`src/rtl/seq_tx_hex_if.sv`:
```
// Link between the sequencer send path, seq_tx_hex and the UART TX byte port.
// The master modport belongs to whoever issues requests and takes the bytes.
interface seq_tx_hex_if #(
  parameter int ALU_WIDTH = 16
);
  logic [ALU_WIDTH-1:0] i_data;
  logic                 i_valid;
  logic                 o_ready;
  logic [7:0]           o_byte;
  logic                 o_byte_valid;
  logic                 i_byte_ready;
  logic                 o_done;

  modport master (
    output i_data, i_valid, i_byte_ready,
    input  o_ready, o_byte, o_byte_valid, o_done
  );

  modport slave (
    input  i_data, i_valid, i_byte_ready,
    output o_ready, o_byte, o_byte_valid, o_done
  );
endinterface

```
`src/rtl/seq_tx_hex.sv`:
```
// Serialises one ALU result as uppercase ASCII hex (MSB nibble first),
// optionally followed by CR LF, over a byte-wide valid/ready link.
module seq_tx_hex #(
  parameter int ALU_WIDTH = 16,
  parameter bit EOL_EN    = 1'b1
) (
  input  logic         clk,
  input  logic         rst,
  seq_tx_hex_if.slave  bus
);
  localparam int NIB   = ALU_WIDTH / 4;
  localparam int CNT_W = (NIB > 1) ? $clog2(NIB) : 1;

  typedef enum logic [1:0] {IDLE, DIGIT, CR, LF} state_t;

  state_t               state_q, state_d;
  logic [ALU_WIDTH-1:0] data_q, data_d;
  logic [CNT_W-1:0]     cnt_q, cnt_d;
  logic [7:0]           byte_p1, byte_d;
  logic                 vld_p1, vld_d;
  logic                 ready_p1, ready_d;
  logic                 done_p1, done_d;
  logic                 xfer;
  logic                 msg_end;

  function automatic logic [7:0] hex_ascii(input logic [3:0] n);
    if (n < 4'd10) return 8'h30 + {4'h0, n};
    else           return 8'h37 + {4'h0, n};
  endfunction

  function automatic logic [3:0] nib_at(input logic [ALU_WIDTH-1:0] d,
                                        input logic [CNT_W-1:0]     idx);
    logic [ALU_WIDTH-1:0] sh;
    sh = d >> {idx, 2'b00};
    return sh[3:0];
  endfunction

  assign xfer = vld_p1 & bus.i_byte_ready;

  always_comb begin
    state_d = state_q;
    data_d  = data_q;
    cnt_d   = cnt_q;
    byte_d  = byte_p1;
    vld_d   = vld_p1;
    ready_d = ready_p1;
    done_d  = 1'b0;
    msg_end = 1'b0;

    case (state_q)
      IDLE: begin
        if (bus.i_valid && ready_p1) begin
          data_d  = bus.i_data;
          cnt_d   = CNT_W'(NIB - 1);
          byte_d  = hex_ascii(nib_at(bus.i_data, CNT_W'(NIB - 1)));
          vld_d   = 1'b1;
          ready_d = 1'b0;
          state_d = DIGIT;
        end
      end
      DIGIT: begin
        if (xfer) begin
          if (cnt_q != '0) begin
            cnt_d  = cnt_q - CNT_W'(1);
            byte_d = hex_ascii(nib_at(data_q, cnt_q - CNT_W'(1)));
          end else if (EOL_EN) begin
            state_d = CR;
            byte_d  = 8'h0D;
          end else begin
            msg_end = 1'b1;
          end
        end
      end
      CR: begin
        if (xfer) begin
          state_d = LF;
          byte_d  = 8'h0A;
        end
      end
      LF: begin
        if (xfer) msg_end = 1'b1;
      end
      default: state_d = IDLE;
    endcase

    // Last byte accepted: drop valid, reopen for requests, pulse done.
    if (msg_end) begin
      state_d = IDLE;
      byte_d  = 8'h00;
      vld_d   = 1'b0;
      ready_d = 1'b1;
      done_d  = 1'b1;
    end
  end

  // ---- registered output stage ----
  always_ff @(posedge clk or posedge rst) begin
    if (rst) begin
      state_q  <= IDLE;
      data_q   <= '0;
      cnt_q    <= '0;
      byte_p1  <= 8'h00;
      vld_p1   <= 1'b0;
      ready_p1 <= 1'b1;
      done_p1  <= 1'b0;
    end else begin
      state_q  <= state_d;
      data_q   <= data_d;
      cnt_q    <= cnt_d;
      byte_p1  <= byte_d;
      vld_p1   <= vld_d;
      ready_p1 <= ready_d;
      done_p1  <= done_d;
    end
  end

  assign bus.o_byte       = byte_p1;
  assign bus.o_byte_valid = vld_p1;
  assign bus.o_ready      = ready_p1;
  assign bus.o_done       = done_p1;
endmodule
```
`src/flat_wrapper.sv`:
```
// flat-port wrapper written by rule: the top's interface ports become plain ports
module seq_tx_hex_flat 
#(
  parameter int ALU_WIDTH = 16,
  parameter bit EOL_EN    = 1'b1
)
  (clk, rst, bus_i_data, bus_i_valid, bus_i_byte_ready, bus_o_ready, bus_o_byte, bus_o_byte_valid, bus_o_done);
  seq_tx_hex_if #(.ALU_WIDTH(ALU_WIDTH)) bus_i ();
  input  logic clk;
  input  logic rst;
  input wire logic [$bits(bus_i.i_data)-1:0] bus_i_data;
  input wire logic [$bits(bus_i.i_valid)-1:0] bus_i_valid;
  input wire logic [$bits(bus_i.i_byte_ready)-1:0] bus_i_byte_ready;
  output wire logic [$bits(bus_i.o_ready)-1:0] bus_o_ready;
  output wire logic [$bits(bus_i.o_byte)-1:0] bus_o_byte;
  output wire logic [$bits(bus_i.o_byte_valid)-1:0] bus_o_byte_valid;
  output wire logic [$bits(bus_i.o_done)-1:0] bus_o_done;
  assign bus_i.i_data = bus_i_data;
  assign bus_i.i_valid = bus_i_valid;
  assign bus_i.i_byte_ready = bus_i_byte_ready;
  assign bus_o_ready = bus_i.o_ready;
  assign bus_o_byte = bus_i.o_byte;
  assign bus_o_byte_valid = bus_i.o_byte_valid;
  assign bus_o_done = bus_i.o_done;
  seq_tx_hex #(.ALU_WIDTH(ALU_WIDTH), .EOL_EN(EOL_EN)) u_core (.clk(clk), .rst(rst), .bus(bus_i));
endmodule
```
`config.mk`:
```
export PLATFORM = sky130hd
export DESIGN_NAME = seq_tx_hex_flat
export DESIGN_NICKNAME = d
export VERILOG_FILES = /design/src/rtl/seq_tx_hex_if.sv /design/src/rtl/seq_tx_hex.sv /design/src/flat_wrapper.sv
export SDC_FILE = /design/constraint.sdc
export NUM_CORES = 1
export LEC_CHECK = 0
export ABC_AREA = 1
export CORE_ASPECT_RATIO = 1.1
export CORE_MARGIN = 5
export CORE_UTILIZATION = 25
export DETAILED_ROUTE_END_ITERATION = 7
export HOLD_SLACK_MARGIN = 0.15
export SYNTH_ARGS = -nofsm -noshare
export SYNTH_HDL_FRONTEND = slang
export SYNTH_SLANG_ARGS = --single-unit
```
`constraint.sdc`:
```
create_clock -name clk -period 2.8 [get_ports clk]
set_input_delay 0.56 -clock clk [delete_from_list [all_inputs] [get_ports clk]]
set_output_delay 0.56 -clock clk [all_outputs]
set_load 0.01 [all_outputs]
```
# After elaboration in Yosys (flattened, before gate mapping)
# Index checks and enable logic that the tools add are counted.
dict set report classes {
  add_sub_neg 5
  n_lt_le_gt_ge 2
  n_eq_ne 10
  shift 1
  muxes 27
  bitwise 1
  reduce_logical 12
}
# cell n
set ops {}
lappend ops {{$mux 8} 7}
lappend ops {{$add 6x4->7 const A} 4}
lappend ops {{$pmux 8 s3} 1}
lappend ops {{$mux 2} 8}
lappend ops {{$shr 16x4->4} 1}
lappend ops {{$mux 1} 9}
lappend ops {{$ne 3x1->1 const B} 3}
lappend ops {{$lt 4x4->1 const B} 2}
lappend ops {{$reduce_and 4->1} 2}
lappend ops {{$reduce_bool 2->1} 4}
lappend ops {{$ne 2x1->1 const B} 3}
lappend ops {{$pmux 2 s3} 1}
lappend ops {{$reduce_and 5->1} 1}
lappend ops {{$eq 2x2->1 const B} 2}
lappend ops {{$pmux 2 s2} 1}
lappend ops {{$reduce_and 2->1} 2}
lappend ops {{$reduce_bool 4->1} 1}
lappend ops {{$ne 3x2->1 const B} 1}
lappend ops {{$eq 2x1->1 const B} 1}
lappend ops {{$logic_not 2->1} 1}
lappend ops {{$sub 2x1->2 const B} 1}
lappend ops {{$and 1x1->1} 1}
lappend ops {{$logic_and 1x1->1} 1}
dict set report totals {
  regBits 31
  input_bits 20
  output_inout_bits 11
  wordCells 65
}

# Depth between registers and ports, before layout
dict set report depth {
  ltp_word 8
  mapped_depth 15
  mapped_depth_nobuf 13
}

# Least setup slack after synthesis
# Ideal clock, no wire load.
dict set report synth_path {
  path_type {register -> register}
  startpoint {register u_core.cnt_q[0]}
  endpoint {register u_core.byte_p1[2], in the netlist u_core.bus.o_byte[2]}
  setup_time_ns 0.116
  arrival_time_ns 1.911
  required_time_ns 2.684
  slack_ns 0.773
  path_stages_with_launch 16
  synth_period_minus_slack_ns 2.027
  cell_sequence {dfrtp_1 buf_6 inv_4 buf_6 ha_1 inv_1 nand3_2 nand2_2 ha_1 nand3_1 nand2_1 nand2_1 o21bai_2 nand2_1 nand2_1 nand2_1}
}
dict set report synth_between {
  elab_chain_len 8
  elab_cells_between_ends 11
  classes_between {add/sub (3); order compare (1); shift (1); mux (5); reduce/logical (1)}
}
# item line_no
set synth_rtl {}
lappend synth_rtl {{from (decl)} seq_tx_hex.sv:18} ;# logic [CNT_W-1:0] cnt_q, cnt_d;
lappend synth_rtl {{from (signal assigned)} seq_tx_hex.sv:109} ;# cnt_q <= cnt_d;
lappend synth_rtl {{$sub 2x1->2} seq_tx_hex.sv:65} ;# byte_d = hex_ascii(nib_at(data_q, cnt_q - CNT_W'(1)));
lappend synth_rtl {{$shr 16x4->4} seq_tx_hex.sv:34} ;# sh = d >> {idx, 2'b00};
lappend synth_rtl {{$add 6x4->7 (tied with other cells)} seq_tx_hex.sv:28} ;# else return 8'h37 + {4'h0, n};
lappend synth_rtl {{$mux 8} seq_tx_hex.sv:27} ;# if (n < 4'd10) return 8'h30 + {4'h0, n};
lappend synth_rtl {{$mux 8 (*)} seq_tx_hex.sv:63} ;# if (cnt_q != '0) begin
lappend synth_rtl {{$mux 8 (*)} seq_tx_hex.sv:62} ;# if (xfer) begin
lappend synth_rtl {{$pmux 8 s3 (*)} seq_tx_hex.sv:50} ;# case (state_q)
lappend synth_rtl {{$mux 8 (*)} seq_tx_hex.sv:87} ;# if (msg_end) begin
lappend synth_rtl {{to (signal assigned)} seq_tx_hex.sv:110} ;# byte_p1 <= byte_d;
lappend synth_rtl {{to (decl)} seq_tx_hex.sv:19} ;# logic [7:0] byte_p1, byte_d;
# Mark *: on every way between the ends. The rest lies on a longest branch, timed or not. The select of a mux whose other input is x is not followed.
# A chain may end at the register's enable or synchronous reset.

# Worst setup path in the final report
# Ends and elaborated chain as after synthesis.

==> reports/results.tsv <==
stage	metric	value	unit
global_route	grt_pass1_wl	7072	µm
layout	final_nets	295	
power_and_ir_drop	p_leak	1.121	nW
cts	cts_buffers	5	
worst_setup_path	r2r_slack	0.61	ns
logic_synthesis	synth_edf_count	0	
placed_design	hpwl	3178	µm
logic_synthesis	ys_async_sr_fraction	100.0	%
global_route	grt_usage	9.797	%
logic_synthesis	synthFlopType	dfrtp_1	
cts	cts.clk_slew.worst_paths	0.06	ns
cts	cts_tree	built	
global_route	grt_util_met1	11.66	%
floorplan	rows	32	
power_and_ir_drop	irDropWorstVdd	0.0001711	V
logic_synthesis	syn_inst	234	
global_route	first_global_vias	1543	
worst_setup_path	crit_fanout	11	
cts	cts_root_buffer	clkbuf_8	
cts	cts_resized	0	
logic_synthesis	synthesis.nets	263	
sta	slew_headroom	50.95	%
floorplan	dieHeight	97.73	µm
worst_setup_path	r2r-start	u_core.cnt_q[0]	
floorplan	die_area	0.008772	mm²
sta	fin_setup_tns	0	ns
layout	areaGrowthSynthToFinish	26.04	%
global_route	grt_use_met3	2.619	%
sta	finalCritPeriodShare	78.39	%
logic_synthesis	syn_area	0.001749	mm²
logic_synthesis	yosysWarningCount	0	
cts	hold_buffers	0	
outcome	status	complete, no violations	
worst_setup_path	worstRegToRegCells	13	
global_route	grt.overflow.total	0	
power_and_ir_drop	p_total	0.0008213	W
power_and_ir_drop	powerDensity	372.5	mW/mm²
cts	clock_path_buffers	2	
worst_setup_path	start_kind	register	
floorplan	die_w	89.76	µm
worst_setup_path	crit_type	register to register	
logic_synthesis	netlist-cell-type-count	26	
sta	slew_violations	0	
drt	dr.pass1.iters	4	
worst_setup_path	arrival	2.37	ns
worst_setup_path	required	2.97	ns
global_route	antenna_found_initial	0	
logic_synthesis	syn_avg_cell_area	7.475	µm²
worst_setup_path	cp-end-kind	register	
drt	vias_per_cell	4.378	
sta	worst_slew_pin_slew	0.7350	ns
floorplan	pin_count	31	
job	maxCapViolations	0	
worst_setup_path	rr_endpoint	u_core.bus.o_byte[2]	
cts	clkSinkCount	30	
logic_synthesis	synth_seq_cells	30	
sta	final_hold_viol_count	0	
cts	cts_setup_buffers	0	
drt	drc	0	
sta	max_clock_freq	455.6	MHz
layout	drive_above_1_share	10.11	%
sta	setup_violations	0	
sta	layout_setup_ws	0.6052	ns
drt	wl_per_cell	11.58	µm
placed_design	port_buffers	29	
floorplan	coreArea	0.006927	mm²
sta	finalCriticalPeriod	2.195	ns
cts	htree_levels	2	
global_route	grt-busiest-layer	met2	
floorplan	initial_core_util	25.25	%
drt	num_vias	1541	
global_route	grt_max_degree	22	
layout	antenna_cells	0	
drt	ant_nets	0	
cts	worst_skew_pair.late_latency	0.28	ns
worst_setup_path	cp-endpoint	u_core.bus.o_byte[2]	
sta	rsz0062_at_grt	false	
layout	nFillCells	734	
sta	fin_skew	0.005764	ns
worst_hold_path	min_path_type	register to register	
global_route	globalRouteMet2Util	16.50	%
worst_setup_path	crit_start	u_core.cnt_q[0]	
placed_design	pre_cts_slack	0.6169	ns
logic_synthesis	synth_seq_area_share	42.99	%
placed_design	gp_congestion	0.8952	
drt	wl	4077	µm
drt	drt_iter0_markers	56	
sta	holdWs	0.4825	ns
==> per-stage QoR <==
step | instances | instance area [µm²] | util [%]
final | 352 | 2205 | 31.83
after global placement | 344 | 2122 | 30.64
after floorplan | 234 | 1749 | -
after CTS | 352 | 2205 | 31.83
after detailed placement | 344 | 2122 | 30.64
after global routing | 352 | 2205 | 31.83
==> where the power goes <==
part           internal, W  switching, W  total [W]
Sequential        0.000434             0   0.000434
Combinational    0.0000295     0.0000232  0.0000527
Clock             0.000172      0.000163   0.000335
Total             0.000635      0.000187   0.000821
==> layout by cell type, fill, tap and decap left out <==
| master | n |
|---|---|
| a21oi_1 | 6 |
| a21oi_2 | 1 |
| and2_4 | 1 |
| buf_4 | 3 |
| clkbuf_1 | 1 |
| clkbuf_8 | 5 |
| clkdlybuf4s50_1 | 29 |
| clkinv_2 | 2 |
| conb_1 | 1 |
| dfrtp_1 | 29 |
| dfstp_2 | 1 |
| ha_1 | 9 |
| inv_1 | 23 |
| inv_4 | 1 |
| nand2_1 | 98 |
| nand2_2 | 5 |
| nand2_4 | 3 |
| nand3_1 | 14 |
| nand3_2 | 3 |
| nor2_1 | 11 |
| nor2_2 | 1 |
| o211ai_1 | 1 |
| o21a_1 | 1 |
| o21ai_0 | 13 |
| o21ai_1 | 2 |
| o21bai_2 | 1 |
| o22ai_1 | 2 |
==> cells by family (layout without fill, tap and decap cells) <==
kind of cell,after synthesis,in the layout,synth area share [%]
simple gates,136,136,33.69
buf+inv,31,64,7.940
compound gates,27,27,8.727
other cells,1,1,0.2144
fa+ha+maj,9,9,6.438
flops,30,30,42.99
==> worst max-delay path, cell delays in order, from the launching register on <==
cell and delay (ns):
dfrtp_1 0.51, inv_4 0.12, ha_1 0.38, inv_1 0.17
nand3_1 0.10, nand2_1 0.12, ha_1 0.21, nand3_1 0.09
nand2_1 0.06, nand2_1 0.06, o21bai_2 0.12, nand2_1 0.05
nand2_1 0.06, nand2_1 0.04
==> Yosys cell counts, types with 3 or more instances <==
master	count	area share, %
nand3_2	3	1.7
inv_1	23	4.9
o21ai_0	13	3.7
nand2_2	5	1.8
ha_1	9	6.4
nand2_1	98	21
nor2_1	11	2.4
clkbuf_1	3	0.64
dfrtp_1	29	41
nand2_4	3	1.9
nand3_1	14	4.0
a21oi_1	6	1.7
==> how the worst min path moves through the flow <==
| stage | start | to | slack (ns) | depth (start not counted) |
|---|---|---|---|---|
| 2_1_floorplan | u_core.data_q[10] | u_core.data_q[10] | 0.45 | 2 |
| 3_3_place_gp | u_core.data_q[15] | u_core.data_q[15] | 0.47 | 2 |
| 3_5_place_dp | u_core.bus.o_byte[0] | u_core.bus.o_byte[0] | 0.47 | 2 |
| 4_1_cts | u_core.bus.o_byte[0] | u_core.bus.o_byte[0] | 0.49 | 2 |
| 5_1_grt | u_core.bus.o_byte[3] | u_core.bus.o_byte[3] | 0.51 | 2 |
| 6_report | u_core.bus.o_byte[0] | u_core.bus.o_byte[0] | 0.48 | 2 |
==> flip-flops by register name, indices dropped and copies added (netlist names) <==
signal                   flops
u_core.bus.o_byte_valid      1
u_core.state_q               2
u_core.bus.o_done            1
u_core.bus.o_byte            7
u_core.cnt_q                 2
u_core.bus.o_ready           1
u_core.data_q               16
==> per-layer routing <==
metal | vias to the layer above | share of wire [%]
met5 | - | 0
met3 | 11 | 4.1
met2 | 29 | 49
li1 | 788 | -
met1 | 713 | 44
met4 | 0 | 2.4
==> layout make-up <==
cell class                      instances  area (µm²)  share of cell area [%]
Sequential cell                        30       752.0                   34.11
Multi-Input combinational cell        173       858.3                   38.93
Tap cell                               85       106.4                   4.824
Clock inverter                          2       10.01                  0.4540
Inverter                               24       92.59                   4.200
Clock buffer                            6       72.57                   3.292
Timing Repair Buffer                   32       312.8                   14.19
Note: power is estimated with default switching activity, not from simulation.
